`src/rtl/fifo_pkg.sv`:
```
`default_nettype none
// ============================================================================
// Module      : fifo_pkg
// Description : Shared constants and Gray-code helpers for the asynchronous
//               FIFO pointer logic.
//               SIDE_RD / SIDE_WR select the role of a ptr_ctrl instance.
//               bin2gray / gray2bin work on a 32-bit container. Callers
//               zero-extend their narrower pointer into the argument and cast
//               the result back to their own width. Zero upper bits do not
//               disturb either conversion, so one pair of functions serves
//               every pointer width up to 32.
// Revision    : 1.0 - initial release
// ============================================================================
package fifo_pkg;

  localparam int SIDE_RD = 0;
  localparam int SIDE_WR = 1;

  // Width of the container used by the conversion helpers.
  localparam int c_code_w = 32;

  // Gray code: each bit is the XOR of itself and its upper neighbour.
  function automatic logic [c_code_w-1:0] bin2gray(input logic [c_code_w-1:0] bin);
    return bin ^ (bin >> 1);
  endfunction

  // Binary from Gray: each bit is the XOR of all Gray bits at and above it.
  function automatic logic [c_code_w-1:0] gray2bin(input logic [c_code_w-1:0] gray);
    logic [c_code_w-1:0] v_bin;
    v_bin[c_code_w-1] = gray[c_code_w-1];
    for (int i = c_code_w - 2; i >= 0; i--) begin
      v_bin[i] = v_bin[i+1] ^ gray[i];
    end
    return v_bin;
  endfunction

endpackage : fifo_pkg
`default_nettype wire

```
`src/rtl/sync_bus.sv`:
```
`default_nettype none
// ============================================================================
// Module      : sync_bus
// Description : Plain multi-flop synchronizer chain for a bus whose value
//               changes by at most one bit at a time (a Gray pointer).
//               Every stage resets asynchronously to zero.
// Ports       : clk  - destination clock
//               rst  - asynchronous active-high reset
//               d    - bus from the foreign clock domain
//               q    - last synchronizer stage
// Revision    : 1.0 - initial release
// ============================================================================
module sync_bus #(
  parameter int WIDTH  = 8,
  parameter int STAGES = 2
) (
  input  logic             clk,
  input  logic             rst,
  input  logic [WIDTH-1:0] d,
  output logic [WIDTH-1:0] q
);

  // Stage 0 is the metastability catcher; the last stage is the only one
  // consumed downstream.
  logic [WIDTH-1:0] r_stage [STAGES];

  always_ff @(posedge clk or posedge rst) begin
    if (rst) begin
      for (int i = 0; i < STAGES; i++) begin
        r_stage[i] <= '0;
      end
    end else begin
      r_stage[0] <= d;
      for (int i = 1; i < STAGES; i++) begin
        r_stage[i] <= r_stage[i-1];
      end
    end
  end

  assign q = r_stage[STAGES-1];

endmodule : sync_bus
`default_nettype wire

```
`src/rtl/ptr_ctrl.sv`:
```
`default_nettype none
// ============================================================================
// Module      : ptr_ctrl
// Description : Per-domain pointer controller of the asynchronous FIFO.
//               Advances the local binary/Gray pointer on accepted requests,
//               brings the remote Gray pointer into the local clock, derives
//               a local fill level and a registered almost flag, and gates
//               requests against both the external full/empty flag and its
//               own level.
//               SIDE = SIDE_WR: push side, limit is full.
//               SIDE = SIDE_RD: pop side, limit is empty.
// Ports       : clk              - clock of this domain
//               rst              - asynchronous active-high reset
//               req              - push (write side) / pop (read side) request
//               flag_in          - full (write side) / empty (read side)
//               remote_gray      - other domain's Gray pointer (asynchronous)
//               accept           - request taken this cycle (combinational)
//               ptr_bin          - local binary pointer, registered
//               ptr_gray         - local Gray pointer, registered
//               mem_addr         - RAM address (pointer without wrap bit)
//               remote_gray_sync - synchronized remote Gray pointer
//               level            - entries in the FIFO as seen locally
//               almost           - registered almost-full / almost-empty
// Revision    : 1.0 - initial release
// ============================================================================
module ptr_ctrl
  import fifo_pkg::*;
#(
  parameter int SIDE        = SIDE_RD,
  parameter int ADDR_WIDTH  = 8,
  parameter int SYNC_STAGES = 2,
  parameter int ALMOST_TH   = 2
) (
  input  logic                  clk,
  input  logic                  rst,
  input  logic                  req,
  input  logic                  flag_in,
  input  logic [ADDR_WIDTH-1:0] remote_gray,
  output logic                  accept,
  output logic [ADDR_WIDTH-1:0] ptr_bin,
  output logic [ADDR_WIDTH-1:0] ptr_gray,
  output logic [ADDR_WIDTH-2:0] mem_addr,
  output logic [ADDR_WIDTH-1:0] remote_gray_sync,
  output logic [ADDR_WIDTH-1:0] level,
  output logic                  almost
);

  // --------------------------------------------------------------------------
  // Constants
  // --------------------------------------------------------------------------
  localparam int                    c_depth_i  = 2 ** (ADDR_WIDTH - 1);
  localparam logic [ADDR_WIDTH-1:0] c_depth    = ADDR_WIDTH'(c_depth_i);
  localparam logic [ADDR_WIDTH-1:0] c_full_th  = ADDR_WIDTH'(c_depth_i - ALMOST_TH);
  localparam logic [ADDR_WIDTH-1:0] c_empty_th = ADDR_WIDTH'(ALMOST_TH);
  localparam logic [ADDR_WIDTH-1:0] c_one      = ADDR_WIDTH'(1);

  // --------------------------------------------------------------------------
  // Registers and wires
  // --------------------------------------------------------------------------
  logic [ADDR_WIDTH-1:0] r_ptr_bin;
  logic [ADDR_WIDTH-1:0] r_ptr_gray;
  logic [ADDR_WIDTH-1:0] r_remote_bin;
  logic                  r_almost;

  logic [ADDR_WIDTH-1:0] w_remote_sync;
  logic [ADDR_WIDTH-1:0] w_remote_dec;
  logic [ADDR_WIDTH-1:0] w_bin_next;
  logic [ADDR_WIDTH-1:0] w_gray_next;
  logic [ADDR_WIDTH-1:0] w_level;
  logic                  w_limit;
  logic                  w_almost_next;
  logic                  w_accept;

  // --------------------------------------------------------------------------
  // Remote pointer path: synchronizer chain, then one register holding the
  // decoded binary value. Decoding happens only after the crossing, so the
  // synchronizers only ever see single-bit Gray transitions.
  // --------------------------------------------------------------------------
  sync_bus #(
    .WIDTH  (ADDR_WIDTH),
    .STAGES (SYNC_STAGES)
  ) u_sync_remote (
    .clk (clk),
    .rst (rst),
    .d   (remote_gray),
    .q   (w_remote_sync)
  );

  assign w_remote_dec = ADDR_WIDTH'(gray2bin(c_code_w'(w_remote_sync)));

  // --------------------------------------------------------------------------
  // Level, limit and almost threshold. The modular subtraction is exact as
  // long as the true distance never exceeds DEPTH, which the accept gating
  // guarantees. A stale remote pointer only ever makes the FIFO look fuller
  // to the writer and emptier to the reader.
  // --------------------------------------------------------------------------
  if (SIDE == SIDE_WR) begin : g_wr_side
    assign w_level       = r_ptr_bin - r_remote_bin;
    assign w_limit       = (w_level == c_depth);
    assign w_almost_next = (w_level >= c_full_th);
  end else begin : g_rd_side
    assign w_level       = r_remote_bin - r_ptr_bin;
    assign w_limit       = (w_level == '0);
    assign w_almost_next = (w_level <= c_empty_th);
  end

  // The local limit closes the one-cycle lag of the registered flag_in: the
  // accept that fills (or drains) the last slot blocks the very next cycle.
  assign w_accept = req & ~flag_in & ~w_limit & ~rst;

  // --------------------------------------------------------------------------
  // Local pointer advance. The Gray value is registered straight from the
  // next binary value so the crossing bus is glitch-free flop output.
  // --------------------------------------------------------------------------
  assign w_bin_next  = w_accept ? (r_ptr_bin + c_one) : r_ptr_bin;
  assign w_gray_next = ADDR_WIDTH'(bin2gray(c_code_w'(w_bin_next)));

  always_ff @(posedge clk or posedge rst) begin
    if (rst) begin
      r_ptr_bin    <= '0;
      r_ptr_gray   <= '0;
      r_remote_bin <= '0;
      r_almost     <= 1'b0;
    end else begin
      r_ptr_bin    <= w_bin_next;
      r_ptr_gray   <= w_gray_next;
      r_remote_bin <= w_remote_dec;
      r_almost     <= w_almost_next;
    end
  end

  // --------------------------------------------------------------------------
  // Outputs
  // --------------------------------------------------------------------------
  assign accept           = w_accept;
  assign ptr_bin          = r_ptr_bin;
  assign ptr_gray         = r_ptr_gray;
  assign mem_addr         = r_ptr_bin[ADDR_WIDTH-2:0];
  assign remote_gray_sync = w_remote_sync;
  assign level            = w_level;
  assign almost           = r_almost;

endmodule : ptr_ctrl
`default_nettype wire

```
`config.mk`:
```
export PLATFORM = sky130hd
export DESIGN_NAME = ptr_ctrl
export DESIGN_NICKNAME = d
export VERILOG_FILES = /design/src/rtl/fifo_pkg.sv /design/src/rtl/sync_bus.sv /design/src/rtl/ptr_ctrl.sv
export SDC_FILE = /design/constraint.sdc
export NUM_CORES = 1
export LEC_CHECK = 0
export BUFFER_PORTS_ARGS = -buffer_cell sky130_fd_sc_hd__buf_4
export CAP_MARGIN = 0
export CORE_ASPECT_RATIO = 1.5
export CORE_UTILIZATION = 32
export DETAILED_ROUTE_END_ITERATION = 16
export PLACE_DENSITY = 0.64
export SLEW_MARGIN = 0
export SYNTH_ARGS = -nofsm -noshare
export SYNTH_HDL_FRONTEND = slang
export SYNTH_SLANG_ARGS = --single-unit
```
`constraint.sdc`:
```
create_clock -name clk -period 7.2 [get_ports clk]
set_input_delay 0.36 -clock clk [delete_from_list [all_inputs] [get_ports clk]]
set_output_delay 0.36 -clock clk [all_outputs]
set_load 0.03 [all_outputs]
```
==> qor.yml <==
outcome:
  outcome: "complete, no violations"
grt:
  grt_overflow_total: 0
  grt_use_total_pct: 12.4
  grt_pass1_wl_um: 6290
  grt_max_degree: 42
  antenna_found_initial: 0
  grt_pass1_vias: 1380
timing:
  post-route-period-util_pct: 46.7
  max_freq_mhz: 298
  hold_violations: 0
  finClkSkew_ns: 0.00697
  slew_headroom_pct: 64.6
  drv_slew: 0
  worstMarginPinSlew_ns: 0.531
  final.min_clock_period_ns: 3.36
  tns_ns: 0
  finalSetupViolCount: 0
  rsz0062_at_grt: "false"
  setup_slack_ns: 3.84
synthesis:
  synth_area_um2: 2130
  synth_nets: 214
  synth_common_cells: "dfrtp_1, xnor2_1, inv_1"
  synth_seq_area_share_pct: 47.0
  avgSynthCellArea_um2: 11.1
  ys_warn_count: 0
  synth_cell_type_count: 45
  synth_edf_count: 0
  synth_top_area_share_pct: 47.0
  synth_most_common_cell: "dfrtp_1"
  ys_seq_elements: 40
  synthTopCellsByArea: "dfrtp_1, xnor2_1, buf_4"
  synthCells: 192
  async_flop_share_pct: 100
  yosysTopAreaCell: "dfrtp_1"
  synth_top_flop_cell: "dfrtp_1"
cells_and_area:
  n_fill_cell: 621
  antenna_cells: 0
  fin_area_um2: 2570
  nNetsFinal: 249
  stdcell_count: 304
  drive_gt1_share_pct: 31.6
  area_growth_pct: 20.6
power_and_ir_drop:
  p_per_area_nw_per_um2: 481
  ir_worst_vdd_v: 0.000157
  p_leak_nw: 1.22
  power.total_mw: 1.23
setup_path:
  startpoint_type: "flip-flop"
  end_kind: "output pin"
  worst_path_max_delay_cell: "dfrtp_1"
  cpPeakStageDelay_ns: 0.52
  critical_path_class: "flip-flop to output pin"
  required_ns: 6.84
  worst-path-buf-inv: 1
  cp_cell_sequence: "ha_1, fa_1, and2b_1, o211a_1, a211oi_2, and3_2, a31oi_4, buf_4"
  cpLargestDelayFamily: "compound AO/OA/AOI/OAI gates"
  path_max_fanout: 16
  arrival_ns: 3.00
  crit_cells: 8
  ff2ff_path_depth: 9
floorplan:
  die_w_um: 68.6
  dieArea_um2: 6990
  ioPinCount: 53
  core_um2: 6440
  row_count: 36
  die_h_um: 102
  start_util_pct: 33.0
run:
  maxCapViolations: 0
placement:
  port_buffers: 52
  globalplace.congestion: 0.797
  dpl.hpwl_um: 3040
  dp_slack_ns: 4.17
  placed_cells: 296
  placed_area_um2: 2450
cts:
  cts_setup_buffers: 0
  root_buffer: "clkbuf_8"
  cts.sinks: 40
  cts_resized: 0
  insertion_delay_ns: 0.29
  htree_levels: 2
  cts_made_buffers: 5
  clock_path_buffers: 2
  cts_hold_buffers: 0
  path_clk_slew_ns: 0.08
  cts_tree: "built"
routing:
  dr_wl_met3_um: 245
  drt-met1-wl_um: 1460
  via_count: 1406
  top_layer: "met4"
  dr_wl_met2_um: 2220
  firstDrtPassIters: 4
  postRouteAntennaNets: 0
  wl_per_cell_um: 13.0
  drc_errors: 0
  viasPerCell: 4.63
  first_iter_violations: 47
  finalWirelength_um: 3960
min_path:
  holdPathStages: 1
  hp-class: "input port to flip-flop"
metal layers:
metal / track usage [%] / vias up
li1: - / 678
met1: 13.3 / 679
met3: 3.13 / 4
met2: 22.8 / 45
met5: 0 / -
met4: 4.17 / 0
power breakdown:
part	switching, mW	internal (mW)	leakage (nW)
registers	0.0520	0.269	0.484
clock network	0.0828	0.104	0.0548
logic	0.443	0.283	0.682
cell type report:
type / instances / area [µm²] / area share, %
clock buffers: 5 / 68.8 / 2.68
clock inverters: 3 / 46.3 / 1.80
inverters: 18 / 67.6 / 2.63
multi-input cells: 109 / 890 / 34.7
flip-flops and latches: 40 / 1000 / 39.0
well taps: 76 / 95.1 / 3.71
repair buffers: 53 / 398 / 15.5
cell usage in the layout (no fill, tap or decap), types with 3 or more instances in the layout:
cell       n
clkbuf_8   5
xor2_1    13
ha_1       9
a21oi_1    6
inv_1     17
nor2_1     3
a31oi_1    3
xnor2_1   19
buf_4     53
nand3_1    6
nand2_1   11
dfrtp_1   40
o21ai_0    3
logic make-up (layout without fill, tap and decap cells):
| kind of cell | Yosys count | in the layout | share of synthesized area (%) |
|---|---|---|---|
| fa+ha+maj | 10 | 10 | 6.23 |
| buf+inv | 43 | 79 | 11.2 |
| mux | 2 | 2 | 0.941 |
| xor+xnor | 34 | 34 | 14.7 |
| flops | 40 | 40 | 47.0 |
| compound gates | 27 | 27 | 9.64 |
| simple gates | 36 | 36 | 10.3 |
state kept, by name, summed over array words and instances, names as in the netlist:
signal and flops:
ptr_gray 7, ptr_bin 8, u_sync_remote.q 8, r_remote_bin 8
u_sync_remote.r_stage 8, almost 1
stage by stage:
step | hold WS, ns | util, %
2_1_floorplan | 0.331 | -
3_3_place_gp | 0.331 | 38.1
3_5_place_dp | 0.335 | 38.1
4_1_cts | 0.159 | 39.8
5_1_grt | 0.154 | 39.8
6_report | 0.170 | 39.8
final timing paths:
check,startpoint,slack (ns),endpoint
worst max register to register,ptr_bin[0],4.25,ptr_gray[0]
worst min-delay path,remote_gray[1],0.17,u_sync_remote.r_stage[9]
min in group asynchronous,rst,0.20,ptr_gray[1]
max in group asynchronous,rst,6.65,u_sync_remote.q[7]
worst max-delay path,ptr_bin[0],3.84,accept
worst min register to register,u_sync_remote.r_stage[9],0.35,u_sync_remote.q[1]
Power figures use the tool's default switching activity.
